`src/rtl/cpu_pkg.sv`:
```
// rtl/cpu_pkg.sv - shared widths, link register and write-back entry type
package cpu_pkg;

    localparam int REG_W    = 5;
    localparam int DATA_W   = 32;
    localparam int NUM_REGS = 1 << REG_W;

    localparam logic [REG_W-1:0] LINK_REG = 5'd31;

    typedef struct packed {
        logic [REG_W-1:0]  rw;
        logic [DATA_W-1:0] data;
    } wb_entry_t;

endpackage

```
`src/rtl/wb_fifo.sv`:
```
// rtl/wb_fifo.sv - synchronous FIFO of write-back entries with registered count
module wb_fifo
    import cpu_pkg::*;
#(
    parameter int DEPTH = 2
) (
    input  logic      clk,
    input  logic      reset_n,
    input  logic      push_i,
    input  wb_entry_t push_entry_i,
    input  logic      pop_i,
    output wb_entry_t head_o,
    output logic      full_o,
    output logic      empty_o
);

    localparam int PTR_W = (DEPTH > 1) ? $clog2(DEPTH) : 1;
    localparam int CNT_W = $clog2(DEPTH + 1);
    localparam logic [CNT_W-1:0] FULL_CNT = CNT_W'(DEPTH);

    wb_entry_t        mem_q [DEPTH];
    logic [PTR_W-1:0] wr_ptr_q, wr_ptr_d;
    logic [PTR_W-1:0] rd_ptr_q, rd_ptr_d;
    logic [CNT_W-1:0] count_q, count_d;
    logic             do_push, do_pop;

    assign full_o  = (count_q == FULL_CNT);
    assign empty_o = (count_q == '0);
    assign head_o  = mem_q[rd_ptr_q];

    // A full FIFO still accepts a push when the head leaves in the same cycle.
    assign do_pop  = pop_i && !empty_o;
    assign do_push = push_i && (!full_o || do_pop);

    always_comb begin
        wr_ptr_d = wr_ptr_q;
        rd_ptr_d = rd_ptr_q;
        count_d  = count_q;
        if (do_push) wr_ptr_d = wr_ptr_q + 1'b1;
        if (do_pop)  rd_ptr_d = rd_ptr_q + 1'b1;
        case ({do_push, do_pop})
            2'b10:   count_d = count_q + 1'b1;
            2'b01:   count_d = count_q - 1'b1;
            default: count_d = count_q;
        endcase
    end

    always_ff @(posedge clk) begin
        if (do_push) mem_q[wr_ptr_q] <= push_entry_i;
    end

    always_ff @(posedge clk or negedge reset_n) begin
        if (!reset_n) begin
            wr_ptr_q <= '0;
            rd_ptr_q <= '0;
            count_q  <= '0;
        end else begin
            wr_ptr_q <= wr_ptr_d;
            rd_ptr_q <= rd_ptr_d;
            count_q  <= count_d;
        end
    end

endmodule

```
`src/rtl/gpr_writeback.sv`:
```
// rtl/gpr_writeback.sv - GPR write-port arbiter for ALU and load results with pending scoreboard
module gpr_writeback
    import cpu_pkg::*;
#(
    parameter int               DEPTH    = 2,
    parameter logic [REG_W-1:0] LINK_REG = cpu_pkg::LINK_REG
) (
    input  logic              clk,
    input  logic              reset_n,
    input  logic              alu_valid,
    input  logic [REG_W-1:0]  alu_Rt,
    input  logic [REG_W-1:0]  alu_Rd,
    input  logic              alu_Rdst,
    input  logic              alu_jal,
    input  logic [DATA_W-1:0] alu_data,
    input  logic              iss_valid,
    input  logic [REG_W-1:0]  iss_Rw,
    input  logic              ld_valid,
    input  logic [REG_W-1:0]  ld_Rw,
    input  logic [DATA_W-1:0] ld_data,
    output logic              ld_ready,
    input  logic [REG_W-1:0]  hz_Rs,
    input  logic [REG_W-1:0]  hz_Rt,
    input  logic [REG_W-1:0]  hz_Rd,
    output logic              hazard,
    output logic              regWr,
    output logic [REG_W-1:0]  Rw,
    output logic [DATA_W-1:0] busW,
    output logic [NUM_REGS-1:0] pending
);

    logic                reg_wr_q, reg_wr_d;
    logic [REG_W-1:0]    rw_q, rw_d;
    logic [DATA_W-1:0]   bus_w_q, bus_w_d;
    logic [NUM_REGS-1:0] pending_q, pending_d;
    logic [NUM_REGS-1:0] set_mask, clr_mask;
    logic [REG_W-1:0]    alu_dst;
    logic                fifo_push, fifo_pop, fifo_full, fifo_empty;
    wb_entry_t           fifo_head, ld_entry;

    assign ld_entry  = '{rw: ld_Rw, data: ld_data};
    assign ld_ready  = reset_n && !fifo_full;
    assign fifo_push = ld_valid && ld_ready;
    // ALU results own the port; the FIFO head only drains on ALU-idle cycles.
    assign fifo_pop  = !alu_valid && !fifo_empty;

    wb_fifo #(
        .DEPTH(DEPTH)
    ) u_fifo (
        .clk          (clk),
        .reset_n      (reset_n),
        .push_i       (fifo_push),
        .push_entry_i (ld_entry),
        .pop_i        (fifo_pop),
        .head_o       (fifo_head),
        .full_o       (fifo_full),
        .empty_o      (fifo_empty)
    );

    always_comb begin
        if (alu_jal)       alu_dst = LINK_REG;
        else if (alu_Rdst) alu_dst = alu_Rd;
        else               alu_dst = alu_Rt;
    end

    always_comb begin
        reg_wr_d = 1'b0;
        rw_d     = rw_q;
        bus_w_d  = bus_w_q;
        if (alu_valid) begin
            reg_wr_d = (alu_dst != '0);
            rw_d     = alu_dst;
            bus_w_d  = alu_data;
        end else if (fifo_pop) begin
            reg_wr_d = (fifo_head.rw != '0);
            rw_d     = fifo_head.rw;
            bus_w_d  = fifo_head.data;
        end
    end

    // Set beats clear so a re-issue in the retire cycle keeps the register pending.
    always_comb begin
        set_mask  = iss_valid ? (NUM_REGS'(1) << iss_Rw) : '0;
        clr_mask  = fifo_pop ? (NUM_REGS'(1) << fifo_head.rw) : '0;
        pending_d = ((pending_q & ~clr_mask) | set_mask) & ~NUM_REGS'(1);
    end

    always_ff @(posedge clk or negedge reset_n) begin
        if (!reset_n) begin
            reg_wr_q  <= 1'b0;
            rw_q      <= '0;
            bus_w_q   <= '0;
            pending_q <= '0;
        end else begin
            reg_wr_q  <= reg_wr_d;
            rw_q      <= rw_d;
            bus_w_q   <= bus_w_d;
            pending_q <= pending_d;
        end
    end

    assign regWr   = reg_wr_q;
    assign Rw      = rw_q;
    assign busW    = bus_w_q;
    assign pending = pending_q;
    assign hazard  = pending_q[hz_Rs] | pending_q[hz_Rt] | pending_q[hz_Rd];

endmodule

```
`config.mk`:
```
export PLATFORM = sky130hd
export DESIGN_NAME = gpr_writeback
export DESIGN_NICKNAME = d
export VERILOG_FILES = /design/src/rtl/cpu_pkg.sv /design/src/rtl/wb_fifo.sv /design/src/rtl/gpr_writeback.sv
export SDC_FILE = /design/constraint.sdc
export NUM_CORES = 1
export LEC_CHECK = 0
export ABC_AREA = 1
export BUFFER_PORTS_ARGS = -buffer_cell sky130_fd_sc_hd__clkbuf_2
export CAP_MARGIN = 20
export CORE_MARGIN = 2
export CORE_UTILIZATION = 48
export DETAILED_ROUTE_END_ITERATION = 10
export GPL_ROUTABILITY_DRIVEN = 1
export PLACE_DENSITY = 0.81
export SYNTH_ARGS = -nofsm -noshare
export SYNTH_HDL_FRONTEND = slang
export SYNTH_HIERARCHICAL = 1
export SYNTH_SLANG_ARGS = --single-unit
```
`constraint.sdc`:
```
create_clock -name clk -period 3.4 [get_ports clk]
set_clock_uncertainty 0.05 [all_clocks]
set_input_delay 0.17 -clock clk [delete_from_list [all_inputs] [get_ports clk]]
set_output_delay 0.17 -clock clk [all_outputs]
set_load 0.02 [all_outputs]
```
* Yosys cells after proc, flatten, opt, wreduce, memory -nomap -nowiden
Memory sizes are Yosys's and may differ from the RTL's. Index checks and enable logic that the tools add are counted. W data, S select, Z words.
Operators by class: order comparisons 3, multiplexer cells 19, bitwise logic cells 5, shifts and indexed selects 2, add/subtract/negate cells 4, reductions and logical operators 14, eq/ne operators 3
Operators by type and width (count):
- $mux W32 | 4
- $shl A1 B5 Y32 const A | 2
- $and A32 B32 Y32 | 1
- $not A32 Y32 | 1
- $or A32 B32 Y32 | 1
- $mux W5 | 4
- $lt A5 B6 Y1 const B | 3
- $bmux W1 S5 | 3
- $reduce_bool A5 Y1 | 2
- $mux W1 | 7
- $logic_and A1 B1 Y1 | 5
- $eq A2 B2 Y1 const B | 2
- $pmux W2 S2 | 1
- $reduce_bool A2 Y1 | 2
- $logic_not A1 Y1 | 3
- $add A1 B1 Y1 const B | 2
- $add A2 B1 Y2 const B | 1
- $eq A2 B1 Y1 const B | 1
- $logic_not A2 Y1 | 1
- $or A1 B1 Y1 | 2
- $sub A2 B1 Y2 const B | 1
- $logic_or A1 B1 Y1 | 1
Storage, ports and cells: memories kept 1, input port bits 106, logic and storage cells 58, bits in writable memories 74, flip-flop bits (word level) 73
Memory list:
- u_fifo.mem_q | words 2, width 37, read ports 1, clocked after Yosys merged registers in 0, wr ports 1, RTL line wb_fifo.sv:21 | wb_entry_t mem_q [DEPTH];

* Longest topological paths before layout
depth in word-level cells 8, mapped depth 11, gate-level depth less buffers 11

* Hierarchy
Netlist, hierarchy kept.
Modules (own cells, without submodules):
- gpr_writeback | seq. area each 1726.7 um^2, instances 1, area each 4113.9 um^2, cells each 613
- wb_fifo | seq. area each 2322.2 um^2, instances 1, area each 2916.5 um^2, cells each 223

* Least setup slack after synthesis
No wires, ideal clock.
path kind register to register, from reg u_fifo.count_q[0], to mem u_fifo/mem_q[0][0] (netlist name), enable pin, arrival 2822 ps, setup time 431 ps, path slack 96 ps, cell stages (with the launch flop) 8, clock period less this slack 3304 ps, buffers on the path 1, cells stage by stage dfrtp_1 inv_2 nand2_2 inv_1 nor2_4 clkbuf_1 o21ai_2 nor2_1
On the way: cells in the longest elaborated chain, start to end 8, elaborated cells between the ends (all ways) 12, those cells by class eq/ne (1); mux (2); reduce/logical (9)
RTL lines:
- from (decl) | RTL line wb_fifo.sv:24 | logic [CNT_W-1:0] count_q, count_d;
- from (signal assigned) | RTL line wb_fifo.sv:60 | count_q <= count_d;
- $logic_not A2 Y1 | RTL line wb_fifo.sv:28 | assign empty_o = (count_q == '0);
- named net fifo_empty | RTL line gpr_writeback.sv:38 | logic fifo_push, fifo_pop, fifo_full, fifo_empty;
- $logic_not A1 Y1 | RTL line gpr_writeback.sv:45 | assign fifo_pop = !alu_valid && !fifo_empty;
- $logic_and A1 B1 Y1 | RTL line gpr_writeback.sv:45
- named net fifo_pop | RTL line gpr_writeback.sv:38
- $logic_and A1 B1 Y1 | RTL line wb_fifo.sv:32 | assign do_pop = pop_i && !empty_o;
- $logic_or A1 B1 Y1 | RTL line wb_fifo.sv:33 | assign do_push = push_i && (!full_o || do_pop);
- $logic_and A1 B1 Y1 | RTL line wb_fifo.sv:33
- $mux W1 | RTL line wb_fifo.sv:49 | if (do_push) mem_q[wr_ptr_q] <= push_entry_i;
- $mux W1 (implied by the code) | RTL line wb_fifo.sv:49
- to (decl) | RTL line wb_fifo.sv:21
The timed path passes the listed nets, and every way through them passes these cells.

* Worst setup path after layout
from reg u_fifo.count_q[0], to mem u_fifo/mem_q[0][30] (netlist name), enable pin
On the way: elaborated cells between the ends (all ways) 12, those cells by class eq/ne (1); mux (2); reduce/logical (9)
RTL lines:
- $eq A2 B2 Y1 | RTL line wb_fifo.sv:27 | assign full_o = (count_q == FULL_CNT);
- named net fifo_full | RTL line gpr_writeback.sv:38
- $logic_not A1 Y1 | RTL line gpr_writeback.sv:42 | assign ld_ready = reset_n && !fifo_full;
- $logic_and A1 B1 Y1 | RTL line gpr_writeback.sv:42
- $logic_and A1 B1 Y1 | RTL line gpr_writeback.sv:43 | assign fifo_push = ld_valid && ld_ready;
- named net fifo_push | RTL line gpr_writeback.sv:38
- $logic_and A1 B1 Y1 | RTL line wb_fifo.sv:33
- $mux W1 | RTL line wb_fifo.sv:49
- $mux W1 (implied by the code) | RTL line wb_fifo.sv:49
The timed path passes the listed nets, and every way through them passes these cells.

==> impl_results.md <==
- Status: finished clean
- Top Usage Layer GRT: met2
- Post-synthesis cell count: 836
- Syn. warnings: 6
- Post-synth net total: 942
- Setup TNS: 0 ps
- Iter 0 DRT Violations: approximately 560
- Reg clk slew, reported paths: 60 ps
- Die ar.: about 16,000 um2
- P_leak: 0.00440 uW
- Post-DRT Antenna Nets: 0
- Critical path peak fanout: 31
- Wire per inst: 17.7 um
- IO Port Bufs: approximately 180
- Worst-margin pin slew: 949 ps
- Max Cap Viol: 0
- Starting density of the core: 48.7%
- Final WL: between 20 and 25 mm
- Total number of vias: 7,004
- Avg Vias per Cell: 5.55
- Max IR drop VDD: 0.000372 V
- Post-DP HPWL: 13.7 mm
- Final routed DRC violation total: 0
- Post-Syn Area per Cell: between 8 and 9 um2
- Count of final hold-check violations: 0
- Critical path class: register to register
- Relative slew slack: a little under two fifths
- Cts repair resizes: 0
- Met1 GRT Util: a little over a third
- Max Clk Rate: 415 MHz
- Hold path depth: 3
- Design Power: 7590 uW
- Final Cycle Share: 70.8%
- Setup Fix Bufs, Post-CTS: 0
- DR pass1 iterations: 5
- Largest net degree at the start of global routing: 74
- Worst R2R Path Depth: 7
- Core ar.: between 10,000 and 15,000 um2
- RSZ-0062 raised after global routing: no
- Antenna Cells: 0
- Total GRT Usage: 29.0%
- Pwr/cell area: 813 nW/um2
- Sequential-to-total area share from yosys stat: 57.6%
- Nets@finish: 1,172
- Final min period: 2410 ps
- Clock latency on the worst-skew pair: 420 ps
- Clk root buf: clkbuf_16
- GRT met3 Usage: 5.61%
- Remaining Overflow, GRT: 0
- Num rows: 44
- Top-Level Pins: 178
- H-Tree Depth: 4
- Routability cong.: around 0.97
- Fraction of layout cells with a size suffix above 1: 21.6%
- Final setup vio count: 0
- Flop and latch count out of synthesis: approximately 150
- CP arrival: roughly 2400 ps
- Final max-slew violation count: 0
- TritonCTS Sinks: 147
- Longest Clk Path Bufs: 2
- CTS tree: built
- Nature of the critical path endpoint: register
- Wire length of the first global-routing pass: 35.7 mm
- Yosys cell types: 29
- Antenna violations before repair: 0
- Hold Path Class: input pin to register
- Die X: 125 um
- Number of global-route vias before repair: 6,870
- CP required: 3420 ps
- P&R area growth vs syn: 32.8%
- Chip height: between 100 and 150 um
- Post-CTS Hold Fix Bufs: 70
- Cts bufs inserted: 17
- Synthesized area: approximately 7000 um2
- Critical path launch point type: register
- Met2 Resource Use GR: 49.4%
==> registers in the layout (all words and copies together) (netlist names) <==
register         cells
u_fifo/wr_ptr_q      1
pending             31
Rw                   5
busW                32
u_fifo/rd_ptr_q      1
u_fifo/count_q       2
u_fifo/mem_q        74
regWr                1
==> worst max-delay path, cell delays in order, from the launching register on <==
cell and delay [ps]:
dfrtp_1 410, inv_2 60, nand2_1 120, inv_1 70, nor3b_1 410, o21ai_2 200, nor2_4 270, buf_4 450
==> area by class of cell <==
cell class / instances / area (um2)
Fill cell: 1092 / 5090
Sequential cell: 147 / 4050
Multi-Input combinational cell: 600 / 2620
Timing Repair Buffer: 252 / 1630
Clock buffer: 19 / 443
Tap cell: 184 / 230
Clock inverter: 13 / 184
Inverter: 48 / 180
==> stage by stage <==
| step | utilization [%] | instances | hold WS, ps | cell area [um2] | setup slack (ps) |
|---|---|---|---|---|---|
| floorplan | - | 836 | -176 | 7030 | 96.4 |
| global placement | 55.5 | 1161 | 310 | 8010 | 1120 |
| detailed placement | 55.5 | 1161 | 313 | 8010 | 1050 |
| CTS | 64.7 | 1263 | 70.0 | 9340 | 1020 |
| global route | 64.7 | 1263 | 94.0 | 9340 | 806 |
| finish | 64.7 | 1263 | 95.9 | 9340 | 991 |
==> placed cells by master (no fill, tap or decap), types with 5 or more instances in the layout <==
cell type / netlist / final
dlygate4sd3_1: 0 / 70
nand2_1: 364 / 364
nand4_1: 16 / 16
dfrtp_1: 73 / 73
clkinvlp_4: 0 / 5
edfxtp_1: 74 / 74
clkbuf_2: 0 / 175
nand3_1: 120 / 120
buf_4: 6 / 7
o21ai_0: 15 / 15
o21ai_1: 50 / 50
inv_2: 12 / 12
clkbuf_16: 0 / 17
nor2_1: 11 / 9
inv_1: 35 / 35
==> Yosys cell counts <==
cell type	count	area share [%]
nor2_1	11	0.59
inv_2	12	0.64
a31oi_1	1	0.089
buf_1	3	0.16
nand3_2	2	0.28
nor3_1	4	0.28
nand3b_1	1	0.11
o21ai_0	15	1.1
clkbuf_1	16	0.85
and3_1	1	0.089
nor2_2	1	0.089
xor2_1	3	0.37
clkinv_1	1	0.053
nand3_1	120	8.5
buf_4	6	0.64
a21oi_1	1	0.071
nor3b_1	1	0.11
nand2_1	364	19
edfxtp_1	74	32
o211ai_1	4	0.43
o21ai_1	50	3.6
inv_1	35	1.9
buf_2	16	1.1
dfrtp_1	73	26
nor2_4	1	0.16
o21ai_2	1	0.12
nand2_2	2	0.18
nand4_1	16	1.4
conb_1	1	0.053
==> where the power goes <==
group / internal (uW) / total (uW) / switching [uW]
registers: 2380 / 2930 / 551
logic: 829 / 2690 / 1860
clock network: 1240 / 1970 / 722
total: 4450 / 7590 / 3140
==> metal layers <==
layer	vias up	routed length, um
met3	76	1740
met1	3283	8410
met5	-	0
met4	0	809
li1	3230	-
met2	415	11300
==> final timing paths <==
check / startpoint / end / slack (ps)
worst max register to register: u_fifo/count_q[0]$_DFFE_PN0P_ / u_fifo/mem_q[0][30]$_DFFE_PP_ / 990
max in group asynchronous: reset_n / pending[7]$_DFF_PN0_ / 2170
worst max-delay path: u_fifo/count_q[0]$_DFFE_PN0P_ / u_fifo/mem_q[0][30]$_DFFE_PP_ / 990
worst min register to register: busW[10]$_DFFE_PN0P_ / busW[10]$_DFFE_PN0P_ / 430
worst min-delay path: iss_Rw[0] / pending[21]$_DFF_PN0_ / 100
min in group asynchronous: reset_n / busW[25]$_DFFE_PN0P_ / 520
==> logic make-up after synthesis <==
| kind of cell | Yosys count | synth area share (%) |
|---|---|---|
| buf+inv | 89 | 5.36 |
| compound gates | 72 | 5.34 |
| flops | 147 | 57.6 |
| simple gates | 524 | 31.3 |
| xor+xnor | 3 | 0.374 |
| other cells | 1 | 0.0533 |
Note: power is estimated with default switching activity, not from simulation.
